===== config.mk =====
export PLATFORM = sky130hd
export DESIGN_NAME = mem_port_arbiter
export DESIGN_NICKNAME = d
export VERILOG_FILES = /design/src/rtl/mem_arb_pkg.sv /design/src/rtl/mem_arb_perf_cnt.sv /design/src/rtl/mem_port_arbiter.sv
export SDC_FILE = /design/constraint.sdc
export NUM_CORES = 1
export LEC_CHECK = 0
export CAP_MARGIN = 20
export CORE_ASPECT_RATIO = 0.6
export CORE_MARGIN = 3
export CORE_UTILIZATION = 36
export CTS_BUF_LIST = sky130_fd_sc_hd__clkbuf_16
export DETAILED_ROUTE_END_ITERATION = 8
export HOLD_SLACK_MARGIN = 0.1
export PLACE_DENSITY = 0.82
export RECOVER_POWER = 25
export SETUP_SLACK_MARGIN = 0.4
export SLEW_MARGIN = 10
export SYNTH_ARGS = -nofsm -noshare
export SYNTH_HDL_FRONTEND = slang
export SYNTH_SLANG_ARGS = --single-unit
export TNS_END_PERCENT = 5

===== constraint.sdc =====
create_clock -name clk -period 2.28 [get_ports clk]
set_clock_uncertainty 0.2 [all_clocks]
set_input_delay 0.228 -clock clk [delete_from_list [all_inputs] [get_ports clk]]
set_output_delay 0.228 -clock clk [all_outputs]
set_load 0.005 [all_outputs]

===== src/rtl/mem_arb_pkg.sv =====
// Shared types and constants for the unified-memory port arbiter.
package mem_arb_pkg;

  localparam int unsigned LAT_W  = 4;
  localparam int unsigned PERF_W = 32;

  typedef enum logic [1:0] {IDLE, BUSY, DONE} arb_state_t;
  typedef enum logic [1:0] {NONE, IF, DATA} owner_t;

endpackage


===== src/rtl/mem_arb_perf_cnt.sv =====
// Saturating wait-cycle counter; cleared by synchronous reset.
module mem_arb_perf_cnt
  import mem_arb_pkg::*;
(
  input  logic              clk,
  input  logic              reset,
  input  logic              inc,
  output logic [PERF_W-1:0] count
);

  always_ff @(posedge clk) begin
    if (reset) begin
      count <= '0;
    end else if (inc && (count != '1)) begin
      count <= count + PERF_W'(1);
    end
  end

endmodule


===== src/rtl/mem_port_arbiter.sv =====
// Fetch/data arbiter for a single-port fixed-latency memory, data over fetch.
// Optional wait-cycle counters are built when MEM_ARB_PERF_EN is defined.
module mem_port_arbiter
  import mem_arb_pkg::*;
#(
  parameter int unsigned AW      = 32,
  parameter int unsigned DW      = 32,
  parameter int unsigned MEM_LAT = 2
) (
  input  logic          clk,
  input  logic          reset,
  input  logic          if_req,
  input  logic [AW-1:0] if_addr,
  output logic [DW-1:0] if_rdata,
  output logic          if_ready,
  input  logic          dm_read,
  input  logic          dm_write,
  input  logic [AW-1:0] dm_addr,
  input  logic [DW-1:0] dm_wdata,
  input  logic [3:0]    dm_be,
  output logic [DW-1:0] dm_rdata,
  output logic          dm_ready,
  output logic          mem_en,
  output logic          mem_we,
  output logic [AW-1:0] mem_addr,
  output logic [DW-1:0] mem_wdata,
  output logic [3:0]    mem_be,
  input  logic [DW-1:0] mem_rdata,
  output logic          stall_if,
  output logic          stall_mem,
  output logic          proto_err,
  output logic [31:0]   perf_if_wait,
  output logic [31:0]   perf_dm_wait
);

  arb_state_t       state;
  owner_t           owner;
  logic [LAT_W-1:0] cnt;
  logic             lat_we;
  logic [AW-1:0]    lat_addr;
  logic [DW-1:0]    lat_wdata;
  logic [3:0]       lat_be;
  logic             dm_any;
  logic             grant_dm;
  logic             grant_if;

  assign dm_any   = dm_read | dm_write;
  assign grant_dm = (state == IDLE) && !reset && dm_any;
  assign grant_if = (state == IDLE) && !reset && !dm_any && if_req;

  // Sequencer: the IDLE cycle that grants is the issue cycle; fields latch there.
  always_ff @(posedge clk) begin
    if (reset) begin
      state     <= IDLE;
      owner     <= NONE;
      cnt       <= '0;
      lat_we    <= 1'b0;
      lat_addr  <= '0;
      lat_wdata <= '0;
      lat_be    <= '0;
    end else begin
      case (state)
        IDLE: begin
          if (grant_dm || grant_if) begin
            owner     <= grant_dm ? DATA : IF;
            lat_we    <= grant_dm && dm_write;
            lat_addr  <= grant_dm ? dm_addr : if_addr;
            lat_wdata <= grant_dm ? dm_wdata : '0;
            lat_be    <= grant_dm ? dm_be : 4'h0;
            cnt       <= LAT_W'(MEM_LAT - 1);
            state     <= (MEM_LAT == 1) ? DONE : BUSY;
          end
        end
        BUSY: begin
          cnt <= cnt - LAT_W'(1);
          if (cnt == LAT_W'(1)) state <= DONE;
        end
        DONE: begin
          state     <= IDLE;
          owner     <= NONE;
          cnt       <= '0;
          lat_we    <= 1'b0;
          lat_addr  <= '0;
          lat_wdata <= '0;
          lat_be    <= '0;
        end
        default: state <= IDLE;
      endcase
    end
  end

  // Port drive: live fields in the issue cycle, latched fields until completion.
  always_comb begin
    mem_en    = 1'b0;
    mem_we    = 1'b0;
    mem_addr  = '0;
    mem_wdata = '0;
    mem_be    = 4'h0;
    proto_err = 1'b0;
    if_ready  = 1'b0;
    dm_ready  = 1'b0;
    if_rdata  = '0;
    dm_rdata  = '0;
    if (grant_dm) begin
      mem_en    = 1'b1;
      mem_we    = dm_write;
      mem_addr  = dm_addr;
      mem_wdata = dm_wdata;
      mem_be    = dm_be;
      proto_err = dm_read && dm_write;
    end else if (grant_if) begin
      mem_en   = 1'b1;
      mem_addr = if_addr;
    end else if ((state != IDLE) && !reset) begin
      mem_addr  = lat_addr;
      mem_wdata = lat_wdata;
      mem_be    = lat_be;
      if (state == DONE) begin
        if (owner == IF) begin
          if_ready = 1'b1;
          if_rdata = mem_rdata;
        end else if (owner == DATA) begin
          dm_ready = 1'b1;
          dm_rdata = lat_we ? '0 : mem_rdata;
        end
      end
    end
  end

  assign stall_if  = if_req & ~if_ready;
  assign stall_mem = dm_any & ~dm_ready;

`ifdef MEM_ARB_PERF_EN
  mem_arb_perf_cnt u_if_wait (
    .clk   (clk),
    .reset (reset),
    .inc   (stall_if),
    .count (perf_if_wait)
  );

  mem_arb_perf_cnt u_dm_wait (
    .clk   (clk),
    .reset (reset),
    .inc   (stall_mem),
    .count (perf_dm_wait)
  );
`else
  assign perf_if_wait = '0;
  assign perf_dm_wait = '0;
`endif

endmodule

==> implementation parameters, run 1 <==
Parameter                              Value

Run status
  Result of the run ... complete, but fails checks
  Failing checks ... negative setup slack

Global routing
  Largest net degree at the start of global routing ... 47
  Via count of the first global-routing pass ... 4,694
  Tot GR Track Use ... 20.8%
  Total grt overflow ... 0
  Number of antenna violations at the first check in global routing ... 1
  First-pass GRT wire length ... 24.7 mm

Floorplan
  Row count ... 32
  IO Count ... 340
  Placeable core area ... 13,000 um^2
  Overall die area ... 15,000 um^2
  Die height ... 96.1 um
  Width of the die ... 156 um
  Initial Utilization ... 37.4%

Detailed routing
  Violation count after the first detailed-route iteration ... 375
  Drt wl/cell ... 19.1 um
  Average via count per standard cell ... 5.17
  Overall routed net length ... 19.2 mm
  Count of unresolved DRC violations after routing ... 0
  Routed vias ... 5,197
  Post-DRT Antenna Nets ... 0
  DRT Pass-1 Iters ... 6

Place
  Count of input and output buffers ... 275
  Global placement routability congestion ... 0.948
  Placed cell areas ... 7710 um^2
  Placed cell count ... 951
  Detailed Place HPWL ... 12.7 mm

Flow run
  Max capacitance violation total ... 0

STA
  Final setup fails ... 176
  Crit path setup slack, layout ... -0.238 ns
  Worst-case hold slack ... 0.270 ns
  Slew Viols, Final ... 0
  Minimum clock period ... 2.52 ns
  Peak Freq ... 397 MHz
  Period Utilization, post-route ... 110%
  Number of endpoints with negative hold slack in the final report ... 0
  Setup repair after global routing missed its margin ... yes
  Tightest Pin Transition ... 0.721 ns
  Max-Slew Margin vs Limit ... 51.8%
  TNS Setup ... -14.30 ns

Synth
  Mean Syn Cell Area ... 9.42 um^2
  Top cells by area, synth ... dfxtp_1 (32%), a22o_1 (13%), buf_4 (10%)
  Area fraction of the dominant cell type after synthesis ... 31.6%
  Total standard cell area after synthesis ... 4870 um^2
  Post-synthesis register bit count ... 77
  Number of distinct standard cells referenced by the synthesized netlist ... 38
  Synthesis Warnings ... 0
  Most area-hungry cell type in the Yosys netlist ... dfxtp_1
  Part of the Yosys area used for sequential elements ... 31.6%
  Post-Synthesis Cells ... 517

Worst setup path
  Worst path max stage delay ... 0.35 ns
  Worst setup SP type ... flop
  Worst Setup End Kind ... output pin
  Crit path max-delay cell type ... dfxtp_2
  Data arrival time of the critical path ... 2.09 ns
  Critical-path maximum fanout ... 6
  Cell Chain, Critical Path ... inv_2 -> ha_4 -> buf_6 -> nand2b_4 -> nor2_4 -> buf_12 -> buf_12 -> buf_6 -> a222oi_1 -> inv_1 -> buf_2
  Type of the setup path with the least slack ... reg2out
  Critical path required time ... 1.85 ns

Clock tree
  Cts-stage hold buffer count ... 0
  TritonCTS clock tree ... done
  Max clock buf depth ... 2
  Clock buffer count from CTS ... 9
  Worst-Skew Late Latency ... 0.33 ns
  Reg clk slew, reported paths ... 0.06 ns
  Clock Sink Count ... 77
  H-tree levels ... 3
  Clk Tree Root Cell ... clkbuf_16

Pwr
  Power share of the clock group ... 27.5%
  Net load switching power ... 1.75 mW
  PwrDens ... 636 nW/um^2
  Internal power ... 3.66 mW
  Portion of total power attributed to combinational logic ... 40.4%
  Power share of the sequential group ... 32.1%
  Net Sw Frac ... 32.3%
  Power, Total ... 5.41 mW
  Standby leakage power ... 4.06 nW
  Max VDD drop ... 0.000434 V

Layout
  Commonest non-fill, non-tap cell in the layout ... clkdlybuf4s50_1
  Post-route design area ... 8510 um^2
  Fraction of final layout cells sized beyond drive strength 1 ... 27.5%
  Fin cells ... 1,005
  Post-layout net count ... 973
  Filler instances ... 990
  Commonest cells after routing, fill and taps aside ... clkdlybuf4s50_1 (138), dfxtp_1 (74), a22o_1 (73)
  Area growth syn-to-layout ... 74.6%

Hold path
  Path category of the worst min-delay check ... reg2reg
-- power by group through the flow --
stage               Combinational (mW)  Clock, mW  Sequential (mW)
CTS                               1.93       1.50             1.72
floorplan                         1.05          0             1.71
finish                            2.19       1.49             1.73
global placement                  1.82          0             1.74
global route                      2.34       1.56             1.76
detailed placement                1.89          0             1.74
-- metal layers --
metal  vias to the layer above  GRT usage [%]  wire (um)
li1                       2422              -          -
met1                      2488           24.1       7550
met2                       265           38.1       9660
met3                        22           6.02       1720
met4                         0           5.24        314
met5                         -              0          0
-- flip-flops by register name, summed over array words and instances, names as in the netlist --
| name | flops |
|---|---|
| cnt | 4 |
| lat_be | 4 |
| state | 2 |
| lat_we | 1 |
| owner | 2 |
| lat_addr | 32 |
| lat_wdata | 32 |
-- cell families (layout without fill, tap and decap cells) --
| family | Yosys count | after routing | share of synthesized area, % |
|---|---|---|---|
| other | 1 | 65 | 0.0770 |
| and+or+nand+nor | 101 | 104 | 13.6 |
| adders and majority gates | 7 | 7 | 1.80 |
| buffers and inverters | 146 | 397 | 18.5 |
| DFF | 77 | 77 | 31.6 |
| AOI/OAI and AO/OA | 152 | 152 | 27.6 |
| muxes | 33 | 33 | 6.78 |
-- metrics by stage --
step	util (%)	worst slack [ns]
after CTS	62.8	-0.386
final	65.4	-0.238
after global routing	65.4	-0.329
after detailed placement	59.3	-0.337
after global placement	59.2	-0.349
after floorplan	-	0.315
-- final cells by class --
cell class / instances / area [um^2] / share of cell area [%]
multi-input cells: 360 / 2800 / 33.0
well taps: 170 / 213 / 2.50
repair buffers: 344 / 3500 / 41.1
flip-flops and latches: 77 / 1550 / 18.2
inverters: 37 / 139 / 1.63
clock inverters: 7 / 80.1 / 0.941
diodes: 1 / 2.50 / 0.0294
clock buffers: 9 / 225 / 2.65
-- worst max-delay path: cells and delay by family, from the launching register on --
kind                     cells  cell delay (ns)
buffers and inverters        7             0.81
AND/OR/NAND/NOR              2             0.15
flip-flops                   1             0.35
AO/OA/AOI/OAI                1             0.28
adder cells (fa/ha/maj)      1             0.18
-- repair_timing --
action | in CTS | in global routing
gates resized for setup | 297 | 134
cloned | 3 | 8
pin swaps | 47 | 69
setup endpoints to repair | 213 | 216
buffers inserted | 4 | 22
-- Yosys cell counts, drive strengths merged --
cell type  count
a221oi         1
nor3           4
conb           1
and2          65
o2bb2ai       33
or3b           1
buf           93
nor2b          2
a222oi        32
ha             7
o221a          1
nor4b          2
nand2          4
mux2i         33
o21ai          3
nor3b          3
a211o          1
a21o           2
or3            2
dfxtp         77
a211oi         2
a21oi          4
a22o          73
nand2b         2
and3           2
nor2          13
nand3          1
inv           37
clkbuf        16
-- final timing paths --
path,from,end,slack (ns),cells after the start
worst max-delay path,state[1]$_SDFFE_PP0P_,mem_addr[21],-0.24,11
worst min-delay path,lat_addr[14]$_SDFFE_PP0P_,lat_addr[14]$_SDFFE_PP0P_,0.27,1
worst max register to register,state[1]$_SDFFE_PP0P_,lat_wdata[14]$_SDFFE_PP0P_,-0.03,8
worst min register to register,lat_addr[14]$_SDFFE_PP0P_,lat_addr[14]$_SDFFE_PP0P_,0.27,1
Note: power is estimated with default switching activity, not from simulation.
==> run 2, diff against run 1 <==
SETUP_SLACK_MARGIN = 0.1   (was 0.4)
==> implementation parameters, run 2 (synthesis gave the netlist of run 1 again) <==
Parameter                              Value

STA
  Period Utilization, post-route ... 108% (-2.0 points)
  Max-Slew Margin vs Limit ... 60.2% (+8.4 points)
  Number of endpoints with negative hold slack in the final report ... 0 (unchanged)
  TNS Setup ... -9.29 ns (+5.01 ns)
  Peak Freq ... 404 MHz (+1.8%)
  Crit path setup slack, layout ... -0.193 ns (+0.0449 ns)
  Final setup fails ... 123 (-30%)
  Minimum clock period ... 2.47 ns (-0.0449 ns)
  Setup repair after global routing missed its margin ... yes
  Tightest Pin Transition ... 0.595 ns (-0.126 ns)
  Slew Viols, Final ... 0 (unchanged)

Detailed routing
  Overall routed net length ... 18.8 mm (-2.5%)
  Routed vias ... 5,149 (-0.92%)
  Violation count after the first detailed-route iteration ... 397 (+5.9%)
  Average via count per standard cell ... 5.13 (-0.82%)
  DRT Pass-1 Iters ... 6 (unchanged)
  Count of unresolved DRC violations after routing ... 0 (unchanged)
  Post-DRT Antenna Nets ... 0 (unchanged)
  Drt wl/cell ... 18.7 um (-2.4%)

Floorplan
  Row count ... 32 (unchanged)
  IO Count ... 340 (unchanged)
  Initial Utilization ... 37.4% (unchanged)
  Overall die area ... 15,000 um^2 (unchanged)
  Width of the die ... 156 um (unchanged)
  Die height ... 96.1 um (unchanged)
  Placeable core area ... 13,000 um^2 (unchanged)

Hold path
  Worst hold path depth ... 1 (unchanged)
  Worst Hold Endpoint ... lat_addr[1]$_SDFFE_PP0P_
  Path category of the worst min-delay check ... reg2reg
  Hold_sp ... lat_addr[1]$_SDFFE_PP0P_

Clock tree
  Clock buffer count from CTS ... 9 (unchanged)
  H-tree levels ... 3 (unchanged)
  TritonCTS clock tree ... done
  Cts-stage hold buffer count ... 0 (unchanged)
  Clock Sink Count ... 77 (unchanged)
  Clk Tree Root Cell ... clkbuf_16
  Worst-Skew Late Latency ... 0.32 ns (about the same)
  Reg clk slew, reported paths ... 0.06 ns (about the same)
  Max clock buf depth ... 2 (unchanged)

Global routing
  First-pass GRT wire length ... 27.8 mm (+12%)
  Largest net degree at the start of global routing ... 44 (-6.4%)
  Tot GR Track Use ... 23.2% (+2.4 points)
  Total grt overflow ... 0 (unchanged)
  Via count of the first global-routing pass ... 5,124 (+9.2%)
  Number of antenna violations at the first check in global routing ... 0 (-1)

Worst setup path
  Critical-path maximum fanout ... 7 (+1)
  Data arrival time of the critical path ... 2.04 ns (-0.05 ns)
  Worst setup SP type ... flop
  Worst Setup End Kind ... output pin
  Type of the setup path with the least slack ... reg2out
  Reg-to-reg critical path endpoint ... lat_wdata[10]$_SDFFE_PP0P_
  Worst R2R Setup Slack ... -0.11 ns (-0.08 ns)
  Critical path required time ... 1.85 ns (about the same)
  FF-to-FF path depth ... 9 (+1)
  Reg-to-reg critical path startpoint ... state[0]$_SDFFE_PP0P_

Pwr
  Power, Total ... 5.19 mW (-4.1%)
  Max VDD drop ... 0.000373 V (-14%)
  PwrDens ... 632 nW/um^2 (-0.54%)
  Standby leakage power ... 3.98 nW (-2.1%)

Layout
  Commonest non-fill, non-tap cell in the layout ... clkdlybuf4s50_1
  Filler instances ... 1,099 (+11%)
  ANT cells ... 0 (-1)
  Area used by multi-input combinational logic ... 2920 um^2 (+4.0%)
  Fin cells ... 1,004 (-0.10%)
  Biggest regs ... lat_addr: 32 flops, lat_wdata: 32 flops
  Commonest cells after routing, fill and taps aside ... clkdlybuf4s50_1 (135), buf_2 (97), dfxtp_1 (75)
  Post-layout net count ... 973 (unchanged)
  FF/Latch Area ... 1540 um^2 (about the same)
  Fraction of final layout cells sized beyond drive strength 1 ... 31.1% (+3.6 points)
  Area growth syn-to-layout ... 68.5%

Flow run
  Max capacitance violation total ... 0 (unchanged)

Run status
  Result of the run ... complete, but fails checks
  Failing checks ... negative setup slack

Place
  Placed cell count ... 954 (+0.32%)
  Global placement routability congestion ... 0.921 (-2.9%)
  Detailed Place HPWL ... 13.0 mm (+2.2%)
  Count of input and output buffers ... 275 (unchanged)
run 2: cell types whose count changed in the layout (fill, tap and decap cells not counted), moves of 7 or more:
cell / previous run / this run
and2_4: 2 / 14
buf_2: 24 / 97
buf_6: 24 / 39
clkbuf_2: 20 / 9
and2_1: 63 / 51
dlymetal6s2s_1: 17 / 0
o2bb2ai_1: 33 / 23
o2bb2ai_4: 0 / 7
clkdlybuf4s15_2: 62 / 7
run 2: final cells by class:
cell class	count	area share, %
repair buffers	347	37.8
inverters	37	1.69
clock buffers	9	2.74
multi-input cells	357	35.5
clock inverters	7	0.823
well taps	170	2.59
flip-flops and latches	77	18.8
run 2: worst max-delay path by stage:
stage,start,cells past startpoint,endpoint,slack [ns]
after CTS,state[1]$_SDFFE_PP0P_,9,mem_addr[22],-0.21
final,state[0]$_SDFFE_PP0P_,9,mem_addr[25],-0.19
after floorplan,state[0]$_SDFFE_PP0P_,9,mem_addr[10],0.17
after global routing,state[1]$_SDFFE_PP0P_,9,mem_addr[22],-0.33
after global placement,reset,7,mem_addr[0],-0.35
after detailed placement,reset,7,mem_addr[12],-0.41
run 2: what timing repair did:
action,CTS,global route
gates resized for setup,560,62
endpoints found under the setup margin,139,177
buffers inserted,24,1
pin swaps,70,55
endpoints found under the hold margin,0,0
cloned,11,0
run 2: worst max-delay path, stage by stage, from the launching register on:
cell and delay [ns]:
dfxtp_2 0.33, inv_2 0.05, ha_4 0.17, nor2b_4 0.13, and3_4 0.19, buf_12 0.14
buf_16 0.13, a222oi_1 0.38, inv_1 0.07, buf_2 0.13
run 2: metal layers:
| metal | vias to the layer above | wire length [um] | track usage, % |
|---|---|---|---|
| met5 | - | 0 | 0 |
| met4 | 0 | 128 | 5.17 |
| met3 | 15 | 1520 | 7.41 |
| met2 | 205 | 8980 | 36.8 |
| met1 | 2514 | 8130 | 31.1 |
| li1 | 2415 | - | - |
run 2: power breakdown:
group	internal [mW]	leakage [nW]	switching (mW)
Combinational	1.10	3.20	0.947
Clock	0.841	0.143	0.557
Sequential	1.58	0.637	0.163
run 2: per-stage QoR:
stage	worst slack, ns	instance area, um^2	util [%]	hold WS [ns]
after CTS	-0.214	8060	61.9	0.265
after floorplan	0.169	5110	-	0.153
after global placement	-0.350	7710	59.2	0.243
after detailed placement	-0.410	7710	59.2	0.248
after global routing	-0.327	8210	63.1	0.281
final	-0.193	8210	63.1	0.268
